`src/rtl/tlp_recv.sv`:
```
// Receive-side TLP decoder: turns 3DW MWr/MRd requests on the 64-bit RX stream into
// one Action each (write, read or error) for the action pipe.
package tlp_xcvr_pkg;
  typedef enum logic [1:0] {
    ACT_NONE  = 2'd0,
    ACT_WRITE = 2'd1,
    ACT_READ  = 2'd2,
    ACT_ERROR = 2'd3
  } ActType;

  typedef enum logic [2:0] {
    ERR_NONE   = 3'd0,
    ERR_FMT    = 3'd1,
    ERR_LEN    = 3'd2,
    ERR_SOP    = 3'd3,
    ERR_POISON = 3'd4
  } ErrorCode;

  // Flat view: READ uses reqID/tag/chan, WRITE uses chan/data, ERROR uses code.
  typedef struct packed {
    ActType      typ;
    logic [15:0] reqID;
    logic [7:0]  tag;
    logic [15:0] chan;
    logic [31:0] data;
    ErrorCode    code;
  } Action;
endpackage

module tlp_recv #(
  parameter int CHAN_NBITS    = 7,
  parameter bit DROP_POISONED = 1'b1
) (
  input  logic                pcieClk_in,
  input  logic                pcieRst_in,
  input  logic [63:0]         rxData_in,
  input  logic                rxValid_in,
  output logic                rxReady_out,
  input  logic                rxSOP_in,
  input  logic                rxEOP_in,
  output tlp_xcvr_pkg::Action actData_out,
  output logic                actValid_out,
  input  logic                actReady_in,
  output logic [15:0]         rxErrCount_out
);
  import tlp_xcvr_pkg::*;

  typedef enum logic [1:0] {
    S_IDLE = 2'd0,
    S_HDR1 = 2'd1,
    S_DATA = 2'd2,
    S_DROP = 2'd3
  } state_t;

  state_t      r_state;
  logic        r_is_wr;
  logic [15:0] r_reqid;
  logic [7:0]  r_tag;
  logic [15:0] r_chan;

  logic        w_acc;
  logic        w_emit;
  Action       w_act;
  state_t      w_next;
  logic        w_load_hdr;
  logic        w_load_chan;
  logic [15:0] w_chan;
  ErrorCode    w_hdr_err;

  function automatic Action mk_err(input ErrorCode c);
    Action a;
    a      = '0;
    a.typ  = ACT_ERROR;
    a.code = c;
    return a;
  endfunction

  // A free action slot is guaranteed for every accepted QW.
  assign rxReady_out = !actValid_out || actReady_in;
  assign w_acc       = rxValid_in && rxReady_out;

  always_comb begin
    w_chan = 16'(rxData_in[CHAN_NBITS+1:2]);
    if (rxData_in[28:24] != 5'd0 || (rxData_in[30:29] != 2'b10 && rxData_in[30:29] != 2'b00)) begin
      w_hdr_err = ERR_FMT;
    end else if (rxData_in[9:0] != 10'd1) begin
      w_hdr_err = ERR_LEN;
    end else if (rxData_in[14] && DROP_POISONED) begin
      w_hdr_err = ERR_POISON;
    end else begin
      w_hdr_err = ERR_NONE;
    end

    w_emit      = 1'b0;
    w_act       = '0;
    w_next      = r_state;
    w_load_hdr  = 1'b0;
    w_load_chan = 1'b0;
    if (w_acc) begin
      case (r_state)
        S_IDLE, S_DROP: begin
          if (rxSOP_in) begin
            if (w_hdr_err != ERR_NONE) begin
              w_emit = 1'b1;
              w_act  = mk_err(w_hdr_err);
              w_next = rxEOP_in ? S_IDLE : S_DROP;
            end else begin
              w_load_hdr = 1'b1;
              w_next     = S_HDR1;
            end
          end else if (r_state == S_IDLE) begin
            w_emit = 1'b1;
            w_act  = mk_err(ERR_SOP);
            w_next = rxEOP_in ? S_IDLE : S_DROP;
          end else begin
            w_next = rxEOP_in ? S_IDLE : S_DROP;
          end
        end
        S_HDR1, S_DATA: begin
          // The SOP QW belongs to a new TLP that is dropped, not decoded.
          if (rxSOP_in) begin
            w_emit = 1'b1;
            w_act  = mk_err(ERR_SOP);
            w_next = rxEOP_in ? S_IDLE : S_DROP;
          end else if (r_state == S_HDR1 && r_is_wr && !rxData_in[2] && !rxEOP_in) begin
            w_load_chan = 1'b1;
            w_next      = S_DATA;
          end else if (!rxEOP_in || (r_state == S_HDR1 && r_is_wr && !rxData_in[2])) begin
            w_emit = 1'b1;
            w_act  = mk_err(ERR_LEN);
            w_next = rxEOP_in ? S_IDLE : S_DROP;
          end else if (r_state == S_HDR1 && !r_is_wr) begin
            w_emit      = 1'b1;
            w_act.typ   = ACT_READ;
            w_act.reqID = r_reqid;
            w_act.tag   = r_tag;
            w_act.chan  = w_chan;
            w_next      = S_IDLE;
          end else begin
            w_emit     = 1'b1;
            w_act.typ  = ACT_WRITE;
            w_act.chan = (r_state == S_HDR1) ? w_chan : r_chan;
            w_act.data = (r_state == S_HDR1) ? rxData_in[63:32] : rxData_in[31:0];
            w_next     = S_IDLE;
          end
        end
        default: begin
          w_next = S_IDLE;
        end
      endcase
    end else begin
      w_next = r_state;
    end
  end

  always_ff @(posedge pcieClk_in or posedge pcieRst_in) begin
    if (pcieRst_in) begin
      r_state        <= S_IDLE;
      r_is_wr        <= 1'b0;
      r_reqid        <= 16'd0;
      r_tag          <= 8'd0;
      r_chan         <= 16'd0;
      actValid_out   <= 1'b0;
      actData_out    <= '0;
      rxErrCount_out <= 16'd0;
    end else begin
      r_state <= w_next;
      if (w_load_hdr) begin
        r_is_wr <= rxData_in[30];
        r_reqid <= rxData_in[63:48];
        r_tag   <= rxData_in[47:40];
      end
      if (w_load_chan) begin
        r_chan <= w_chan;
      end
      if (w_emit) begin
        actValid_out <= 1'b1;
        actData_out  <= w_act;
        if (w_act.typ == ACT_ERROR && rxErrCount_out != 16'hFFFF) begin
          rxErrCount_out <= rxErrCount_out + 16'd1;
        end
      end else if (actReady_in) begin
        actValid_out <= 1'b0;
      end
    end
  end
endmodule

```
`config.mk`:
```
export PLATFORM = sky130hd
export DESIGN_NAME = tlp_recv
export DESIGN_NICKNAME = d
export VERILOG_FILES = /design/src/rtl/tlp_recv.sv
export SDC_FILE = /design/constraint.sdc
export NUM_CORES = 1
export LEC_CHECK = 0
export ABC_AREA = 0
export BUFFER_PORTS_ARGS = -buffer_cell sky130_fd_sc_hd__buf_2
export CORE_AREA = 10 10 117 119
export DETAILED_ROUTE_END_ITERATION = 6
export DIE_AREA = 0 0 127 129
export PLACE_DENSITY = 0.86
export SYNTH_ARGS = -nofsm -noshare
export SYNTH_HDL_FRONTEND = slang
export SYNTH_SLANG_ARGS = --single-unit
```
`constraint.sdc`:
```
create_clock -name pcieClk_in -period 4.4 [get_ports pcieClk_in]
set_input_delay 0.88 -clock pcieClk_in [delete_from_list [all_inputs] [get_ports pcieClk_in]]
set_output_delay 0.88 -clock pcieClk_in [all_outputs]
set_load 0.02 [all_outputs]
```
# ---- After elaboration in Yosys (flattened, before gate mapping)
# Cells that the tools add are included.
dict set report op_classes {
  n_addsub 1
  eq_ne 7
  mux 42
  reduce_logical 22
}
# op n
set ops {}
lappend ops {{two-way mux 77 bit} 6}
lappend ops {{one-hot mux 77 bit (2 select lines)} 1}
lappend ops {{two-way mux 74 bit} 1}
lappend ops {{two-way mux 32 bit} 2}
lappend ops {{two-way mux 24 bit} 1}
lappend ops {{adder 16 x 1 -> 16 bit, second input constant} 1}
lappend ops {{two-way mux 1 bit} 16}
lappend ops {{two-way mux 2 bit} 8}
lappend ops {{!= test 16 bit, second input constant} 1}
lappend ops {{two-way mux 7 bit} 2}
lappend ops {{!= test 10 x 1 -> 1 bit, second input constant} 1}
lappend ops {{two-way mux 3 bit} 3}
lappend ops {{logical AND 1 bit} 7}
lappend ops {{== test 2 bit, second input constant} 3}
lappend ops {{nonzero test 5 bit} 1}
lappend ops {{logical NOT 1 bit} 4}
lappend ops {{one-hot mux 2 bit (2 select lines)} 1}
lappend ops {{nonzero test 2 bit} 2}
lappend ops {{OR reduction 2 bit} 2}
lappend ops {{logical OR 1 bit} 3}
lappend ops {{nonzero test 3 bit} 1}
lappend ops {{== test 2 x 1 -> 1 bit, second input constant} 1}
lappend ops {{logical NOT 2 bit} 1}
lappend ops {{!= test 2 bit, second input constant} 1}
lappend ops {{other kinds (2)} 2}
dict set report word_totals {
  reg_bits 128
  in_bits 70
  out_inout_bits 95
}

# ---- Logic depth before layout (Yosys ltp)
# Gate-level depths: netlist (run 1).
dict set report logic_depth {
  ltp_word 12
  depth_mapped 14
  ltp_nobuf 11
}

# ---- Least setup slack after synthesis (run 1)
# Ideal clock, no wire load.
dict set report synth_timing {
  kind {input to register}
  from {in rxData_in[24]}
  to {reg r_reqid[11]}
  setup_ps 125
  t_arrival_ps 2836
  path_slack_ps 1439
  stages 5
  path_cell_list {or4_1 or4_4 nor4_4 buf_4 mux2_2}
}
dict set report synth_via {
  elab_chain_len 8
}
# element line_no
set synth_rtl {}
lappend synth_rtl {{start, declared} 36} ;# input logic [63:0] rxData_in,
lappend synth_rtl {{nonzero test 5 bit} 84} ;# if (rxData_in[28:24] != 5'd0 || (rxData_in[30:29] != 2'b10 && rxData_in[30:29] != 2'b00)) begin
lappend synth_rtl {{logical OR 1 bit} 84}
lappend synth_rtl {{two-way mux 3 bit} 84}
lappend synth_rtl {{nonzero test 3 bit} 103} ;# if (w_hdr_err != ERR_NONE) begin
lappend synth_rtl {{two-way mux 1 bit} 103}
lappend synth_rtl {{two-way mux 1 bit} 102} ;# if (rxSOP_in) begin
lappend synth_rtl {{two-way mux 1 bit} 100} ;# case (r_state)
lappend synth_rtl {{two-way mux 1 bit} 99} ;# if (w_acc) begin
lappend synth_rtl {{end signal, assigned} 170} ;# r_reqid <= rxData_in[63:48];
lappend synth_rtl {{end, declared} 57} ;# logic [15:0] r_reqid;
# No other way between the ends.
# A chain may end at the register's enable or synchronous reset.

# ---- Worst setup path in the final report (run 1)
dict set report layout_timing {
  from {reg r_state[1]}
  to {reg rxErrCount_out[1]}
}
dict set report layout_via {
  elab_chain_len 12
  word_cells_on_any_way 28
}
# element line_no
set layout_rtl {}
lappend layout_rtl {{start, declared} 55} ;# state_t r_state;
lappend layout_rtl {{start signal, assigned} 167} ;# r_state <= w_next;
lappend layout_rtl {{== test 2 x 1 -> 1 bit} -}
lappend layout_rtl {{logical AND 1 bit (2 in a row)} {125, 128}}
lappend layout_rtl {{logical OR 1 bit} 128} ;# end else if (!rxEOP_in || (r_state == S_HDR1 && r_is_wr && !rxData_in[2])) begin
lappend layout_rtl {{two-way mux 74 bit} 128}
lappend layout_rtl {{two-way mux 77 bit} 125} ;# end else if (r_state == S_HDR1 && r_is_wr && !rxData_in[2] && !rxEOP_in) begin
lappend layout_rtl {{two-way mux 77 bit} 121} ;# if (rxSOP_in) begin
lappend layout_rtl {{one-hot mux 77 bit (2 select lines)} 100}
lappend layout_rtl {{two-way mux 77 bit} 99}
lappend layout_rtl {{== test 2 bit} 179} ;# if (w_act.typ == ACT_ERROR && rxErrCount_out != 16'hFFFF) begin
lappend layout_rtl {{logical AND 1 bit} 179}
lappend layout_rtl {{AND reduction 2 bit (no source line) (*)} -}
lappend layout_rtl {{end signal, assigned} 180} ;# rxErrCount_out <= rxErrCount_out + 16'd1;
lappend layout_rtl {{end, declared} 44} ;# output logic [15:0] rxErrCount_out
# Every way passes the cells marked *; elsewhere a longest branch is shown, timed or not.

==> metrics.md, run 1 <==
| Metric | Value |
|---|---|
| Mean post-synth cell area | `10.7 sq um` |
| Post-synth cell types | `40` |
| GP Congestion | `0.861` |
| DR WL/cell | `20.1 um` |
| Die area | `16400 sq um` |
| Final setup violation count | `0` |
| Initial Util | `51.3%` |
| Rows | `39` |
| Buffers on Ports | `155` |
| Hold Buf Count CTS | `0` |
| Post-CTS Setup Bufs | `0` |
| Routed vias | `4904` |
| FMAX | `296 MHz` |
| Leakage | `3.64 nW` |
| Synth area leader | `dfrtp_1` |
| GRT Resource Usage Total | `20.1%` |
| CTS Sinks | `119` |
| Post-synthesis sequential element count | `119` |
| Root Driver | `clkbuf_16` |
| Ys async rst share | `100%` |
| Sequential share of the synthesized area | `51.2%` |
| Number of enable flip-flop cells after synthesis | `0` |
| Most common cell in the netlist | `dfrtp_1` |
| TritonCTS Buffers | `17` |
| Status | `complete, no violations` |
| HP Class | `reg -> reg` |
| Final Core Density | `64.0%` |
| CTS clk-pin slew, worst paths | `0.05 ns` |
| Period utilisation layout | `76.7%` |
| Vias in the first global route | `4946` |
| Max Slew Vio Count | `0` |
| Crit path max fanout | `15` |
| Clock Skews | `0.00635 ns` |
| Peak supply drop | `329 uV` |
| CTS H-tree depth | `4` |
| Number of remaining DRC errors | `0` |
| Drt total wl | `16900 um` |
| Final Hold Viols | `0` |
| Critical path arrival | `3.67 ns` |
| Critical path class | `reg -> reg` |
| Detail-routed via count per cell | `5.86` |
| Worst Max-Slew Pin Slew | `1.04 ns` |
| Crit start category | `flop` |
| Max Cap Viol | `0` |
| Ratio of cells with drive above 1 in the final layout | `35.0%` |
| TNS Setup | `0 ns` |
| Top cells by count, synth | `dfrtp_1 (119), o21ai_0 (43), a21oi_1 (41)` |
| Area Growth Syn to Fin | `24.8%` |
| Reg2Reg Depth | `11` |
| Area contributors post-synth | `dfrtp_1 (51%), mux2_2 (7.6%), mux2_1 (4.1%)` |
| DR pass1 iterations | `6` |
| CORE AREA | `11300 sq um` |
| CTS tree | `yes` |
| Hpwl dp | `11700 um` |
| Required time worst endpoint | `4.70 ns` |
| Worst relative slew slack | `30.6%` |
| Layout Nets | `758` |
| CP Capture Type | `flop` |
| Synth top area share | `51.2%` |
| Unrepaired setup endpoints after global routing | `false` |
| N_diodes | `0` |
| Ys Warns | `0` |
| Initial antenna violation count | `0` |
| Global-route wire length before repair | `26700 um` |
| Worst Hold Depth | `1` |
| Longest Clk Path Bufs | `2` |
| Die X | `127 um` |
| Syn Inst Count | `541` |
| Clock Latency Late Sink | `0.42 ns` |
| WHS | `0.481 ns` |
| Largest net degree at the start of global routing | `86` |
| Die Y-Extent | `129 um` |
| Top_reg_cell synth | `dfrtp_1` |
| Post-layout min period | `3.38 ns` |
| Mapped Area | `5810 sq um` |
| Dpl cells | `806` |
| Final Non-Filler Cells | `837` |
| Final ANT Viol Nets | `0` |
| DRT iter0 DRCs | `508` |
| # fillers | `876` |
| Io pins | `165` |
| Power Density | `519 nW/um^2` |
| Remaining Overflow, GRT | `0` |
| Post-CTS Resized | `0` |
flip-flops by register name, indices dropped and copies added, names as in the netlist:
register	cells
actValid_out	1
r_chan	7
r_is_wr	1
actData_out	68
r_reqid	16
r_tag	8
r_state	2
rxErrCount_out	16
metal layers:
| metal | up-vias | track usage (%) | routed length [um] |
|---|---|---|---|
| li1 | 2215 | - | - |
| met1 | 2446 | 23.1 | 6550 |
| met2 | 206 | 33.7 | 8560 |
| met3 | 37 | 6.74 | 1290 |
| met4 | 0 | 8.71 | 451 |
| met5 | - | 0 | 0 |
final cells by class:
cell class	count	area (sq um)	share of cell area, %
inverter	6	25.0	0.345
multi-input combinational	372	2590	35.7
clock buffer	22	474	6.54
tap	143	179	2.47
sequential	119	2980	41.1
clock inverter	9	148	2.04
timing repair buffer	166	858	11.8
power breakdown:
part,total [mW],internal (mW),switching (mW)
registers,1.32,1.22,0.0953
logic,0.988,0.338,0.650
clock network,1.46,0.984,0.475
total,3.77,2.55,1.22
critical path, cell delays in order (launching register included):
cell      delay [ns]
dfrtp_1         0.36
inv_1           0.10
ha_2            0.18
and2_1          0.39
nand2b_1        0.18
inv_1           0.08
ha_1            0.24
nor3b_1         0.09
o311ai_0        0.69
a41o_1          0.51
nor2_1          0.13
mux2_2          0.30
final timing paths:
path                       slack, ns                   startpoint                       endpoint
setup / recovery                1.02       r_state[1]$_DFFE_PP0P_  rxErrCount_out[1]$_DFFE_PP0P_
hold / removal                  0.48  actData_out[15]$_DFFE_PP0P_    actData_out[15]$_DFFE_PP0P_
setup reg to reg                1.02       r_state[1]$_DFFE_PP0P_  rxErrCount_out[1]$_DFFE_PP0P_
hold reg to reg                 0.48  actData_out[15]$_DFFE_PP0P_    actData_out[15]$_DFFE_PP0P_
max in group asynchronous       2.80                   pcieRst_in    actData_out[21]$_DFFE_PP0P_
min in group asynchronous       0.71                   pcieRst_in         r_reqid[1]$_DFFE_PP0P_
layout by cell type (no fill, tap or decap), types with 2 or more instances in the layout:
cell | netlist | layout
mux2_1 | 21 | 21
nand2b_1 | 27 | 27
clkbuf_16 | 0 | 17
nor3_1 | 11 | 11
inv_1 | 6 | 5
a21oi_1 | 41 | 41
clkbuf_1 | 34 | 2
buf_4 | 11 | 11
ha_1 | 6 | 5
buf_2 | 5 | 155
nor2_1 | 5 | 4
mux2i_1 | 7 | 7
bufinv_16 | 0 | 4
nand4_1 | 2 | 2
conb_1 | 1 | 9
clkinv_2 | 0 | 4
clkbuf_8 | 0 | 3
nand2_1 | 34 | 34
o21ai_0 | 43 | 43
or2_2 | 2 | 2
nor2b_1 | 12 | 12
o31ai_1 | 25 | 25
dfrtp_1 | 119 | 119
nand3_1 | 30 | 30
mux2_2 | 39 | 39
o41ai_1 | 17 | 17
and3_1 | 3 | 3
nor4_1 | 4 | 4
xor2_1 | 15 | 15
nor4b_1 | 4 | 4
nor3b_1 | 3 | 3
nor2_2 | 1 | 2
through the flow:
stage / setup WS (ns) / cell area (sq um) / power [mW]
final: 1.02 / 7250 / 3.77
after global routing: 0.854 / 7250 / 3.92
after CTS: 1.07 / 7250 / 3.78
after detailed placement: 0.944 / 6630 / 2.31
after global placement: 1.00 / 6630 / 2.26
after floorplan: 0.363 / 5840 / 2.00
cells by family after synthesis:
logic type                 count (synthesis)  share of synthesized area (%)
and+or+nand+nor                          146                           14.0
AOI/OAI and AO/OA                        129                           13.5
DFF                                      119                           51.2
muxes                                     67                           12.8
buffers and inverters                     58                           4.82
xor gates and xnor gates                  15                           2.26
adders and majority gates                  6                           1.29
other                                      1                         0.0645
Note: power is estimated with default switching activity, not from simulation.
==> run 2: changes to the inputs <==
- CORE_AREA: 10 10 117 119 -> 10 10 123 125
- DIE_AREA: 0 0 127 129 -> 0 0 133 135
- PLACE_DENSITY: 0.86 -> 0.82
- clock period: 4.4 -> 3 ns (I/O delays scaled with it)
==> metrics.md, run 2 (synthesized netlist as in run 1, its figures left out) <==
| Metric | Value |
|---|---|
| Final Non-Filler Cells | `875 (+4.5%)` |
| Final ANT Viol Nets | `0 (unchanged)` |
| DRT iter0 DRCs | `297 (-42%)` |
| Period utilisation layout | `91.1% (+14 points)` |
| Commonest non-fill, non-tap cell in the layout | `buf_2` |
| Clock Latency Late Sink | `0.41 ns (about the same)` |
| CTS clk-pin slew, worst paths | `0.05 ns (about the same)` |
| CTS H-tree depth | `4 (unchanged)` |
| Max Cap Viol | `0 (unchanged)` |
| Post-CTS Setup Bufs | `0 (unchanged)` |
| Biggest regs | `actData_out (68), r_reqid (16), rxErrCount_out (16)` |
| Io pins | `165 (unchanged)` |
| R2R Path Start | `r_state[1]$_DFFE_PP0P_` |
| Remaining Overflow, GRT | `0 (unchanged)` |
| Routed vias | `4725 (-3.7%)` |
| Die X | `133 um (+4.7%)` |
| Clock power share | `36.3% (-2.4 points)` |
| CTS tree | `yes` |
| Reg power frac | `36.2% (+1.2 points)` |
| Layout Nets | `768 (+1.3%)` |
| Status | `complete, no violations` |
| Post-layout min period | `2.73 ns (-0.643 ns)` |
| GRT Resource Usage Total | `18.0% (-2.1 points)` |
| Post-CTS Resized | `0 (unchanged)` |
| Clock Skews | `0.00987 ns (+0.00351 ns)` |
| Drt total wl | `16300 um (-3.4%)` |
| Leakage | `3.67 nW (+0.74%)` |
| FMAX | `366 MHz (+24%)` |
| Number of remaining DRC errors | `0 (unchanged)` |
| Detail-routed via count per cell | `5.40 (-7.8%)` |
| Root Driver | `clkbuf_16` |
| Max Slew Vio Count | `0 (unchanged)` |
| TNS Setup | `0 ns (unchanged)` |
| Register name with the most flops | `actData_out` |
| Initial Util | `46.2% (-5.1 points)` |
| GP Congestion | `0.888 (+3.1%)` |
| CTS Sinks | `119 (unchanged)` |
| Crit path max fanout | `9 (-6)` |
| Power Density | `724 nW/um^2 (+39%)` |
| Reg2reg setup slack | `0.27 ns (-0.76 ns)` |
| Final setup violation count | `0 (unchanged)` |
| Switching Share | `33.1% (+0.68 points)` |
| Peak supply drop | `381 uV (+16%)` |
| CORE AREA | `12600 sq um (+11%)` |
| Buffers on Ports | `155 (unchanged)` |
| Unrepaired setup endpoints after global routing | `false` |
| WHS | `0.202 ns (-0.278 ns)` |
| Comb pwr share | `27.5% (+1.3 points)` |
| Worst Max-Slew Pin Slew | `0.646 ns (-0.394 ns)` |
| Vias in the first global route | `4848 (-2.0%)` |
| Die Y-Extent | `135 um (+4.7%)` |
| Critical path class | `reg -> reg` |
| CP Capture Type | `flop` |
| Crit start category | `flop` |
| Longest Clk Path Bufs | `2 (unchanged)` |
| Final Hold Viols | `0 (unchanged)` |
| Max FFs per register | `68 (unchanged)` |
| Reg-to-reg critical path endpoint | `rxErrCount_out[6]$_DFFE_PP0P_` |
| Power Internal | `3.56 mW (+40%)` |
| Dpl cells | `845 (+4.8%)` |
| Hpwl dp | `11900 um (+1.8%)` |
| Reg2Reg Depth | `12 (+1)` |
| Hold Buf Count CTS | `0 (unchanged)` |
| Ratio of cells with drive above 1 in the final layout | `36.1% (+1.1 points)` |
| Most frequent cells in the layout | `buf_2 (155), dfrtp_1 (119), o21ai_0 (43), a21oi_1 (41), mux2_2 (39)` |
| DR pass1 iterations | `5 (-1)` |
| Total power | `5.32 mW (+41%)` |
| Largest net degree at the start of global routing | `64 (-26%)` |
| Die area | `18000 sq um (+9.6%)` |
| Critical path arrival | `3.06 ns (-0.61 ns)` |
| TritonCTS Buffers | `17 (unchanged)` |
| Worst relative slew slack | `56.9% (+26 points)` |
| DR WL/cell | `18.6 um (-7.6%)` |
| Psw | `1.76 mW (+44%)` |
| Required time worst endpoint | `3.33 ns (-1.37 ns)` |
| N_diodes | `0 (unchanged)` |
| Area Growth Syn to Fin | `26.4%` |
| Global-route wire length before repair | `26000 um (-2.6%)` |
| Rows | `41 (+5.1%)` |
| Initial antenna violation count | `0 (unchanged)` |
| HP Class | `in -> async` |
## run 2: cell count changes in the layout (fill, tap and decap cells not counted), sizes merged
cell / previous run / this run
buf: 166 / 176
bufinv: 4 / 2
clkbuf: 22 / 20
clkinv: 4 / 6
clkinvlp: 1 / 3
inv: 6 / 5
## run 2: metrics by stage
stage	util, %	setup WS (ns)	area [sq um]
floorplan	-	0.184	5840
global placement	53.9	0.242	6780
detailed placement	53.9	0.114	6780
CTS	58.4	0.0994	7340
global route	58.4	0.0330	7350
finish	58.4	0.268	7350
## run 2: worst max-delay path by stage
stage | start | end | cells after the start
finish | r_state[1]$_DFFE_PP0P_ | rxErrCount_out[6]$_DFFE_PP0P_ | 12
global route | r_state[1]$_DFFE_PP0P_ | rxErrCount_out[6]$_DFFE_PP0P_ | 12
floorplan | r_state[0]$_DFFE_PP0P_ | actData_out[75]$_DFFE_PP0P_ | 13
global placement | rxData_in[24] | actData_out[68]$_DFFE_PP0P_ | 8
CTS | r_state[1]$_DFFE_PP0P_ | rxErrCount_out[6]$_DFFE_PP0P_ | 12
detailed placement | r_state[1]$_DFFE_PP0P_ | rxErrCount_out[6]$_DFFE_PP0P_ | 12
## run 2: layer usage
metal / vias to the layer above / wire, um / GRT usage, %
li1: 2231 / - / -
met1: 2308 / 6750 / 20.4
met2: 164 / 8260 / 30.6
met3: 22 / 999 / 6.08
met4: 0 / 265 / 6.91
met5: - / 0 / 0
## run 2: power by group through the flow
| stage | sequential [mW] | combinational (mW) | clock (mW) |
|---|---|---|---|
| final | 1.93 | 1.46 | 1.93 |
| after global routing | 1.95 | 1.60 | 2.04 |
| after CTS | 1.92 | 1.48 | 1.96 |
| after detailed placement | 1.95 | 1.47 | 0 |
| after global placement | 1.93 | 1.42 | 0 |
| after floorplan | 2.15 | 0.781 | 0 |
## run 2: layout make-up
| class | count | area, sq um |
|---|---|---|
| Timing Repair Buffer | 176 | 971 |
| Inverter | 6 | 26.3 |
| Clock buffer | 20 | 457 |
| Tap cell | 172 | 215 |
| Fill cell | 1050 | 5220 |
| Multi-Input combinational cell | 372 | 2590 |
| Clock inverter | 10 | 105 |
| Sequential cell | 119 | 2980 |
## run 2: critical path: stages, from the launching register on
cell and delay [ns]:
dfrtp_1 0.36, inv_1 0.09, ha_2 0.17, and2_1 0.18, nand2b_1 0.12, ha_1 0.24
nor3b_1 0.24, o311ai_1 0.16, buf_4 0.17, a41o_1 0.29, buf_4 0.20, nor4b_2 0.25
xor2_1 0.17
==> run 3: changes to the inputs <==
- PLACE_DENSITY: 0.82 -> 0.78
==> metrics.md, run 3 (synthesized netlist as in run 1, its figures left out) <==
| Metric | Value |
|---|---|
| Required time worst endpoint | `3.29 ns (-0.04 ns)` |
| Grt met2 use | `29.9% (-0.75 points)` |
| Switching Share | `33.1% (about the same)` |
| Register name with the most flops | `actData_out` |
| Leakage | `3.68 nW (+0.13%)` |
| TritonCTS Buffers | `17 (unchanged)` |
| Post-layout min period | `2.87 ns (+0.136 ns)` |
| Number of remaining DRC errors | `0 (unchanged)` |
| Area Growth Syn to Fin | `27.2%` |
| CTS Sinks | `119 (unchanged)` |
| Critical path arrival | `3.16 ns (+0.10 ns)` |
| # fillers | `1092 (+4.0%)` |
| Detail-routed via count per cell | `5.47 (+1.4%)` |
| GP Congestion | `0.867 (-2.4%)` |
| Final ANT Viol Nets | `0 (unchanged)` |
| Post-route cell area | `7390 sq um (+0.61%)` |
| Critical path class | `reg -> reg` |
| Post-CTS Setup Bufs | `0 (unchanged)` |
| Area of the multi-input gates | `2610 sq um (+0.72%)` |
| Final Non-Filler Cells | `877 (+0.23%)` |
| Status | `complete, no violations` |
| Die X | `133 um (unchanged)` |
| Commonest non-fill, non-tap cell in the layout | `buf_2` |
| GR peak layer | `met2` |
| Register area | `2980 sq um (unchanged)` |
| Die Y-Extent | `135 um (unchanged)` |
| Worst Max-Slew Pin Slew | `0.928 ns (+0.282 ns)` |
| Vias in the first global route | `4908 (+1.2%)` |
| Reg2reg setup slack | `0.13 ns (-0.14 ns)` |
| HP Class | `in -> async` |
| Buffers on Ports | `155 (unchanged)` |
| M3 GR Usage | `5.45% (-0.63 points)` |
| Initial antenna violation count | `1 (+1)` |
| Placed inst area | `6800 sq um (+0.33%)` |
| Rows | `41 (unchanged)` |
| Routed vias | `4800 (+1.6%)` |
| GRT Resource Usage Total | `17.9% (-0.031 points)` |
| Period utilisation layout | `95.6% (+4.5 points)` |
| Ratio of cells with drive above 1 in the final layout | `36.2% (+0.091 points)` |
| Biggest regs | `actData_out (68), r_reqid (16), rxErrCount_out (16)` |
| DRT iter0 DRCs | `373 (+26%)` |
| Final setup violation count | `0 (unchanged)` |
| Max Slew Vio Count | `0 (unchanged)` |
| Layout Nets | `767 (-0.13%)` |
| Power Density | `723 nW/um^2 (-0.16%)` |
| Hpwl dp | `11800 um (-1.4%)` |
| Total power | `5.34 mW (+0.45%)` |
| FMAX | `349 MHz (-4.7%)` |
| Power Internal | `3.58 mW (+0.45%)` |
| Crit start category | `flop` |
| Unrepaired setup endpoints after global routing | `false` |
| Root Driver | `clkbuf_16` |
| Comb pwr share | `27.6% (about the same)` |
| Most frequent cells in the layout | `buf_2 (155), dfrtp_1 (119), o21ai_0 (43), a21oi_1 (41), mux2_2 (39)` |
| CTS tree | `yes` |
| Crit path max fanout | `26 (+17)` |
| Max Cap Viol | `0 (unchanged)` |
| GR Util met1 | `21.1% (+0.64 points)` |
| CP Capture Type | `flop` |
| Reg power frac | `36.0% (-0.2 points)` |
| Worst relative slew slack | `38.0% (-19 points)` |
| Io pins | `165 (unchanged)` |
| Remaining Overflow, GRT | `0 (unchanged)` |
| Drt total wl | `16300 um (about the same)` |
| Dpl cells | `844 (-0.12%)` |
| Clock Skews | `0.0136 ns (+0.00375 ns)` |
| Clock Latency Late Sink | `0.41 ns (about the same)` |
| Final Hold Viols | `0 (unchanged)` |
| CTS H-tree depth | `4 (unchanged)` |
| Max FFs per register | `68 (unchanged)` |
| DR pass1 iterations | `5 (unchanged)` |
| Largest net degree at the start of global routing | `83 (+30%)` |
| Initial Util | `46.2% (unchanged)` |
| Peak supply drop | `448 uV (+18%)` |
| Clock power share | `36.4% (about the same)` |
| DR WL/cell | `18.6 um (-0.17%)` |
| CTS clk-pin slew, worst paths | `0.05 ns (about the same)` |
| Global-route wire length before repair | `26000 um (-0.16%)` |
| WHS | `0.384 ns (+0.182 ns)` |
| Longest Clk Path Bufs | `2 (unchanged)` |
| Psw | `1.77 mW (+0.46%)` |
| Die area | `18000 sq um (unchanged)` |
| CORE AREA | `12600 sq um (unchanged)` |
==> run 3: changes by cell type in the layout (fill, tap and decap cells not counted), sizes merged <==
cell / change
diode: +1
clkinv: -1
clkbuf: +3
buf: -1
==> run 3: layer usage <==
metal	vias to the layer above	routed length [um]
met5	-	0
met3	26	947
met2	176	8150
met4	0	391
li1	2233	-
met1	2365	6800
==> run 3: stage by stage <==
stage | util [%] | setup WS, ns | setup TNS, ns
2_1_floorplan | - | 0.184 | 0
4_1_cts | 58.6 | 0.0838 | 0
3_5_place_dp | 54.1 | -0.0365 | -0.176
5_1_grt | 58.8 | 0.0125 | 0
3_3_place_gp | 54.1 | 0.108 | 0
6_report | 58.8 | 0.132 | 0
==> run 3: worst max-delay path: stages (launching register included) <==
cell and delay (ns):
dfrtp_1 0.39, ha_2 0.19, and2_1 0.17, nand2b_1 0.12, inv_1 0.07, ha_2 0.21
nand2_1 0.06, a21oi_1 0.08, or2_2 0.34, nor2_4 0.69, mux2_2 0.42
==> run 3: power groups by stage <==
stage / logic [mW] / clock network [mW] / registers [mW]
final: 1.48 / 1.95 / 1.92
after detailed placement: 1.47 / 0 / 1.95
after global routing: 1.61 / 2.06 / 1.95
after CTS: 1.48 / 1.98 / 1.92
after floorplan: 0.781 / 0 / 2.15
after global placement: 1.43 / 0 / 1.93
==> run 3: layout make-up <==
cell class | count | share of cell area (%)
Multi-Input combinational cell | 372 | 35.3
Clock buffer | 23 | 6.33
Timing Repair Buffer | 175 | 13.4
Antenna cell | 1 | 0.0339
Inverter | 6 | 0.356
Sequential cell | 119 | 40.3
Tap cell | 172 | 2.91
Clock inverter | 9 | 1.35
==> run 3: final timing paths <==
path	cells after the start	endpoint	startpoint
worst max-delay path	10	actData_out[29]$_DFFE_PP0P_	r_state[0]$_DFFE_PP0P_
worst min-delay path	2	rxErrCount_out[8]$_DFFE_PP0P_	pcieRst_in
worst max register to register	10	actData_out[29]$_DFFE_PP0P_	r_state[0]$_DFFE_PP0P_
worst min register to register	1	actData_out[13]$_DFFE_PP0P_	actData_out[13]$_DFFE_PP0P_
max in group asynchronous	3	r_state[1]$_DFFE_PP0P_	pcieRst_in
min in group pcieClk_in	2	r_reqid[3]$_DFFE_PP0P_	rxData_in[51]
==> run 3: repair_timing <==
item / in CTS / in global routing
resized for setup: 1 / 4
pin swaps: 0 / 1
endpoints found under the setup margin: 2 / 28
hold buffers: 0 / 0
